### src/rtl/mem_stage_lsu_pkg.sv
// Shared types and encodings for the M-stage load/store unit: FSM states,
// Funct3 access encodings, the load result-source code and the W-stage bundle.
package mem_stage_lsu_pkg;

  typedef enum logic [1:0] {
    ST_IDLE = 2'd0,
    ST_BUSY = 2'd1,
    ST_DONE = 2'd2
  } lsu_state_e;

  localparam logic [2:0] F3_B  = 3'b000;
  localparam logic [2:0] F3_H  = 3'b001;
  localparam logic [2:0] F3_W  = 3'b010;
  localparam logic [2:0] F3_BU = 3'b100;
  localparam logic [2:0] F3_HU = 3'b101;

  // Access size is Funct3[1:0]; bit 2 only selects zero-extension on loads.
  localparam logic [1:0] SIZE_B = 2'b00;
  localparam logic [1:0] SIZE_H = 2'b01;

  localparam logic [1:0] RESULT_SRC_LOAD = 2'b01;

  typedef struct packed {
    logic        reg_write;
    logic [1:0]  result_src;
    logic [31:0] alu_result;
    logic [31:0] read_data;
    logic [4:0]  rd;
    logic [31:0] pc_plus4;
  } wb_fields_t;

  // Lane offset with the bits that would misalign the access cleared.
  function automatic logic [1:0] aligned_off(input logic [1:0] size, input logic [1:0] lo);
    if (size == SIZE_B)      return lo;
    else if (size == SIZE_H) return {lo[1], 1'b0};
    else                     return 2'b00;
  endfunction

endpackage

### src/rtl/mem_stage_lsu_load_extend.sv
// Selects the addressed byte/half of a read word and sign- or zero-extends it.
module load_extend
  import mem_stage_lsu_pkg::*;
(
  input  logic [31:0] i_rdata,
  input  logic [1:0]  i_addr_lo,
  input  logic [2:0]  i_funct3,
  output logic [31:0] o_result
);

  logic [7:0]  w_byte;
  logic [15:0] w_half;

  assign w_byte = i_rdata[{i_addr_lo, 3'b000} +: 8];
  assign w_half = i_addr_lo[1] ? i_rdata[31:16] : i_rdata[15:0];

  // NOTE: every always_comb output gets a value on every path, so no latch is inferred.
  always_comb begin
    o_result = i_rdata;
    case (i_funct3)
      F3_B:    o_result = {{24{w_byte[7]}}, w_byte};
      F3_H:    o_result = {{16{w_half[15]}}, w_half};
      F3_BU:   o_result = {24'h0, w_byte};
      F3_HU:   o_result = {16'h0, w_half};
      default: o_result = i_rdata;
    endcase
  end

endmodule

### src/rtl/mem_stage_lsu.sv
// M-stage load/store unit: single-outstanding data bus master with stall, timeout
// and W-stage pipeline register. Define MISALIGN_TRAP_EN to trap misaligned h/w accesses.
module mem_stage_lsu
  import mem_stage_lsu_pkg::*;
#(
  parameter int MAX_WAIT = 15
) (
  input  logic        clk,
  input  logic        reset,
  input  logic        RegWriteM,
  input  logic [1:0]  ResultSrcM,
  input  logic        MemWriteM,
  input  logic [2:0]  Funct3M,
  input  logic [31:0] ALUResultM,
  input  logic [31:0] WriteDataM,
  input  logic [31:0] PCPlus4M,
  input  logic [4:0]  RdM,
  output logic        dmem_req,
  output logic        dmem_we,
  output logic [31:0] dmem_addr,
  output logic [31:0] dmem_wdata,
  output logic [3:0]  dmem_be,
  input  logic        dmem_ack,
  input  logic [31:0] dmem_rdata,
  output logic        StallM,
  output logic        RegWriteW,
  output logic [1:0]  ResultSrcW,
  output logic [31:0] ALUResultW,
  output logic [31:0] ReadDataW,
  output logic [4:0]  RdW,
  output logic [31:0] PCPlus4W,
`ifdef MISALIGN_TRAP_EN
  output logic        MisalignM,
`endif
  output logic        BusErrM
);

  localparam int CW = $clog2(MAX_WAIT + 1);

  lsu_state_e  r_state, w_next;
  logic [CW-1:0] r_cnt;
  logic [29:0] r_addr;
  logic [1:0]  r_off;
  logic [2:0]  r_f3;
  logic        r_we;
  logic [3:0]  r_be;
  logic [31:0] r_wdata;
  logic [31:0] r_rdata_cap;
  logic        r_timeout;
  wb_fields_t  r_wb;

  logic        w_is_load, w_mem_op, w_start, w_misal;
  logic        w_stall, w_busy, w_timeout;
  logic [1:0]  w_size, w_off;
  logic [3:0]  w_be;
  logic [31:0] w_wdata, w_ext;

  assign w_is_load = (ResultSrcM == RESULT_SRC_LOAD);
  assign w_mem_op  = w_is_load | MemWriteM;
  assign w_size    = Funct3M[1:0];

`ifdef MISALIGN_TRAP_EN
  assign w_misal = (r_state == ST_IDLE) & w_mem_op &
                   (((w_size == SIZE_H) & ALUResultM[0]) | (w_size[1] & (ALUResultM[1:0] != 2'b00)));
  assign w_off   = ALUResultM[1:0];
`else
  assign w_misal = 1'b0;
  assign w_off   = aligned_off(w_size, ALUResultM[1:0]);
`endif
  assign w_start = (r_state == ST_IDLE) & w_mem_op & ~w_misal;

  always_comb begin
    w_be    = 4'b1111;
    w_wdata = '0;
    if (!w_is_load) begin
      case (w_size)
        SIZE_B: begin
          w_be    = 4'b0001 << w_off;
          w_wdata = {4{WriteDataM[7:0]}};
        end
        SIZE_H: begin
          w_be    = w_off[1] ? 4'b1100 : 4'b0011;
          w_wdata = {2{WriteDataM[15:0]}};
        end
        default: w_wdata = WriteDataM;
      endcase
    end
  end

  always_comb begin
    w_next    = r_state;
    w_stall   = 1'b0;
    w_busy    = 1'b0;
    w_timeout = 1'b0;
    case (r_state)
      ST_IDLE: if (w_start) begin
        w_stall = 1'b1;
        w_next  = ST_BUSY;
      end
      ST_BUSY: begin
        w_stall = 1'b1;
        w_busy  = 1'b1;
        // An ack arriving on the last allowed cycle still wins over the timeout.
        if (dmem_ack) begin
          w_next = ST_DONE;
        end else if (r_cnt == CW'(MAX_WAIT - 1)) begin
          w_timeout = 1'b1;
          w_next    = ST_DONE;
        end
      end
      ST_DONE: w_next = ST_IDLE;
      default: w_next = ST_IDLE;
    endcase
  end

  // NOTE: sequential state uses non-blocking assignments so all registers update together.
  always_ff @(posedge clk or posedge reset) begin
    if (reset) r_state <= ST_IDLE;
    else       r_state <= w_next;
  end

  always_ff @(posedge clk or posedge reset) begin
    if (reset) begin
      r_cnt       <= '0;
      r_addr      <= '0;
      r_off       <= '0;
      r_f3        <= '0;
      r_we        <= 1'b0;
      r_be        <= '0;
      r_wdata     <= '0;
      r_rdata_cap <= '0;
      r_timeout   <= 1'b0;
    end else begin
      case (r_state)
        ST_IDLE: begin
          r_cnt     <= '0;
          r_timeout <= 1'b0;
          if (w_start) begin
            r_addr  <= ALUResultM[31:2];
            r_off   <= w_off;
            r_f3    <= Funct3M;
            r_we    <= MemWriteM & ~w_is_load;
            r_be    <= w_be;
            r_wdata <= w_wdata;
          end
        end
        ST_BUSY: begin
          if (dmem_ack) begin
            r_rdata_cap <= w_ext;
          end else if (w_timeout) begin
            r_rdata_cap <= '0;
            r_timeout   <= 1'b1;
          end else begin
            r_cnt <= r_cnt + CW'(1);
          end
        end
        default: ;
      endcase
    end
  end

  // W register: bubble while stalled, otherwise follow M; read data only from DONE.
  always_ff @(posedge clk or posedge reset) begin
    if (reset) begin
      r_wb <= '0;
    end else if (w_stall) begin
      r_wb.reg_write <= 1'b0;
    end else begin
      r_wb.reg_write  <= RegWriteM & ~w_misal;
      r_wb.result_src <= ResultSrcM;
      r_wb.alu_result <= ALUResultM;
      r_wb.read_data  <= (r_state == ST_DONE) ? r_rdata_cap : 32'h0;
      r_wb.rd         <= RdM;
      r_wb.pc_plus4   <= PCPlus4M;
    end
  end

`ifdef MISALIGN_TRAP_EN
  logic r_misalign;
  always_ff @(posedge clk or posedge reset) begin
    if (reset) r_misalign <= 1'b0;
    else       r_misalign <= w_misal;
  end
  assign MisalignM = r_misalign;
`endif

  load_extend u_load_extend (
    .i_rdata   (dmem_rdata),
    .i_addr_lo (r_off),
    .i_funct3  (r_f3),
    .o_result  (w_ext)
  );

  // StallM is combinational from M in IDLE, so reset gates it to honour the all-zero reset state.
  assign StallM     = w_stall & ~reset;
  assign dmem_req   = w_busy;
  assign dmem_we    = w_busy & r_we;
  assign dmem_be    = w_busy ? r_be : 4'b0000;
  assign dmem_addr  = w_busy ? {r_addr, 2'b00} : 32'h0;
  assign dmem_wdata = w_busy ? r_wdata : 32'h0;
  assign BusErrM    = (r_state == ST_DONE) & r_timeout;

  assign RegWriteW  = r_wb.reg_write;
  assign ResultSrcW = r_wb.result_src;
  assign ALUResultW = r_wb.alu_result;
  assign ReadDataW  = r_wb.read_data;
  assign RdW        = r_wb.rd;
  assign PCPlus4W   = r_wb.pc_plus4;

endmodule

### config.mk
export PLATFORM = sky130hd
export DESIGN_NAME = mem_stage_lsu
export DESIGN_NICKNAME = d
export VERILOG_FILES = /design/src/rtl/mem_stage_lsu_pkg.sv /design/src/rtl/mem_stage_lsu_load_extend.sv /design/src/rtl/mem_stage_lsu.sv
export SDC_FILE = /design/constraint.sdc
export NUM_CORES = 1
export LEC_CHECK = 0
export ABC_CLOCK_PERIOD_IN_PS = 24900
export BUFFER_PORTS_ARGS = -buffer_cell sky130_fd_sc_hd__buf_2
export CORE_ASPECT_RATIO = 1.5
export CORE_MARGIN = 4
export CORE_UTILIZATION = 54
export CTS_CLUSTER_DIAMETER = 80
export DETAILED_ROUTE_END_ITERATION = 16
export PLACE_DENSITY = 0.85
export SYNTH_ARGS = -nofsm -noshare
export SYNTH_HDL_FRONTEND = slang
export SYNTH_SLANG_ARGS = --single-unit
export TNS_END_PERCENT = 100
### constraint.sdc
create_clock -name clk -period 24.9 [get_ports clk]
set_clock_uncertainty 0.2 [all_clocks]
set_input_delay 6.225 -clock clk [delete_from_list [all_inputs] [get_ports clk]]
set_output_delay 6.225 -clock clk [all_outputs]
set_load 0.02 [all_outputs]
==> flow_summary.yaml <==
critical_path:
  worstSetupPathType: "in2out"
  cp.arrival_ps: 7810
  end_kind: "output port"
  required_ps: 18480
  r2r_cells: 4
  cp_max_fo: 12
  cp-start-kind: "input port"
power_and_ir_drop:
  netSwitchingPower_uw: 624
  swShare_pct: 39.8
  power_frac_seq_pct: 38.2
  combPwrFrac_pct: 42.3
  power_uw: 1570
  irDropWorstVdd_v: 0.000105
  powerDensity_nw_per_um2: 136
  leakage_uw: 0.00593
  clock_power_share_pct: 19.5
  intPower_uw: 946
routing:
  wl_per_cell_um: 18.3
  drtIter0Drc: 587
  vias: 7267
  viasPerCell: 5.48
  ant_nets: 0
  drt_wl_total_mm: 24.2
  drt_first_pass_iters: 5
  drc_errors: 0
sta:
  rsz0062_at_grt: "no"
  setup_ws_ps: 10660
  report.final.slew_viol_count: 0
  fin_tns_setup_ps: 0
  finalCritPeriodShare_pct: 57.2
  max_freq_ghz: 0.0702
  setup_viol: 0
  layout_min_cycle_time_ps: 14240
  slew-limit-headroom_pct: 25.5
  hold_viol_final: 0
  worst_pin_slew_ps: 1120
run_status:
  status: "finished, final reports clean"
place:
  gp_congestion: 0.858
  dp_slack_ps: 10640
  io_buffers: 316
  dp_hpwl_mm: 17.3
  dp.cells: 1289
synth:
  synth_seq_area_share_pct: 58.2
  syn_area_um2: 9250
  async_flop_share_pct: 100
  avgSynthCellArea_um2: 11.3
  yosysWarnings: 0
  ys_ff_latch: 215
  synth_edf_count: 0
  synth.distinct_cells: 44
  synth_cells: 817
  ys.flop_type: "dfrtp_1"
global_route:
  grt_pass1_vias: 7605
  grt_pass1_wl_mm: 38.9
  grt_antenna_before_repair: 1
  grt_max_degree: 140
  grt-ovfl-total: 0
  grt_usage_pct: 25.0
finish:
  layout-drive-gt1-share_pct: 40.6
  final_nets: 1247
  area_growth_pct: 24.8
  antenna_cells: 0
  final_cells: 1325
floorplanning:
  fp.dieArea_um2: 19300
  start_util_pct: 54.9
  rows: 58
  die_height_um: 168
  ioPinCount: 319
  coreArea_um2: 16800
  dieWidth_um: 115
cts:
  cts_root_buffer: "clkbuf_16"
  hold_buffers: 0
  cts_buffer_depth: 3
  path_clk_slew_ps: 60
  clock-sinks: 215
  ctsResizeCount: 0
  post_cts_buffers: 0
  h-tree-depth: 1
  cts_tree: "done"
  cts_buffers: 21
  worstSkewPairLatency_ps: 490
run:
  max_cap_viol_count: 0
hold_path:
  holdCritPathClass: "reg2reg"
  hold_path_depth: 2
per-layer routing:
metal | share of wire [%] | GRT usage (%) | up-vias | routed length (um)
li1 | - | - | 3370 | -
met1 | 37 | 31.1 | 3501 | 9050
met2 | 51 | 42.1 | 312 | 12300
met3 | 7.2 | 5.00 | 82 | 1730
met4 | 4.6 | 10.7 | 2 | 1120
met5 | 0.029 | 0 | - | 7
logic make-up after synthesis:
family / Yosys count / synth area share [%]
adder cells (fa/ha/maj): 2 / 0.270
flip-flops: 215 / 58.2
multiplexers: 92 / 11.3
AND/OR/NAND/NOR: 279 / 14.7
buffers and inverters: 67 / 3.35
other: 1 / 0.0405
AO/OA/AOI/OAI: 161 / 12.1
metrics by stage:
step | hold WS [ps] | util, % | cell area [um^2]
floorplan | 237 | - | 9250
global placement | 249 | 64.7 | 10900
detailed placement | 254 | 64.7 | 10900
CTS | 269 | 68.6 | 11500
global route | 288 | 68.6 | 11500
finish | 262 | 68.6 | 11500
synth_stat cells, drive strengths merged, types with 4 or more instances:
master / n / area [um^2]
o21ai: 60 / 300
a22o: 40 / 350
buf: 34 / 185
a21oi: 10 / 50.1
mux2: 81 / 912
mux2i: 10 / 113
a21boi: 7 / 52.6
nand2: 147 / 552
and2: 71 / 444
dfrtp: 215 / 5380
o22ai: 8 / 50.1
nor2: 10 / 37.5
clkbuf: 27 / 103
a21o: 4 / 30.0
nor2b: 20 / 125
nand2b: 12 / 75.1
inv: 5 / 18.8
a221o: 16 / 168
nand3: 10 / 50.1
o31ai: 9 / 67.6
worst paths after layout:
check                                       start  slack, ps                    endpoint
max reg2reg                r_state[0]$_DFFE_PP0P_      21870  ALUResultW[12]$_DFFE_PP0N_
max                                 ResultSrcM[0]      10660                      StallM
min                         r_addr[1]$_DFFE_PP0P_        260       r_addr[1]$_DFFE_PP0P_
min in group asynchronous                   reset       5710     PCPlus4W[8]$_DFFE_PP0N_
max in group asynchronous                   reset      17200  ALUResultW[12]$_DFFE_PP0N_
min reg2reg                 r_addr[1]$_DFFE_PP0P_        260       r_addr[1]$_DFFE_PP0P_
flip-flops by register name, indices dropped and copies added (netlist names), 2 cells and up:
| signal | cells |
|---|---|
| ALUResultW | 32 |
| PCPlus4W | 32 |
| RdW | 5 |
| ReadDataW | 32 |
| ResultSrcW | 2 |
| r_addr | 30 |
| r_be | 4 |
| r_cnt | 4 |
| r_f3 | 3 |
| r_off | 2 |
| r_rdata_cap | 32 |
| r_state | 2 |
| r_wdata | 32 |
cell usage in the layout, fill, tap and decap left out, types with 12 or more instances in the layout:
cell type / count
buf_2: 316
o21ai_0: 58
nand2b_1: 12
a22o_1: 40
dfrtp_1: 215
nand2_1: 147
and2_1: 71
clkbuf_16: 21
nor2b_1: 18
mux2_2: 81
final cells by class:
class,instances,area (um^2)
clock buffer,27,578
clock inverter,9,78.8
fill,1275,5290
inverter,6,30.0
multi-input combinational,536,3590
sequential,215,5380
tap,210,263
timing repair buffer,322,1630
critical path, stage by stage:
cell and delay [ps]:
buf_2 90, nor2b_1 650, nor3_1 230, or2_2 360, nor2_1 90, buf_2 170
power by group through the flow:
stage / registers [uW] / logic [uW] / clock network [uW]
after global routing: 620 / 728 / 327
final: 599 / 665 / 306
after detailed placement: 605 / 669 / 0
after global placement: 596 / 655 / 0
after floorplan: 681 / 373 / 0
after CTS: 599 / 673 / 313
Note: power is estimated with default switching activity, not from simulation.
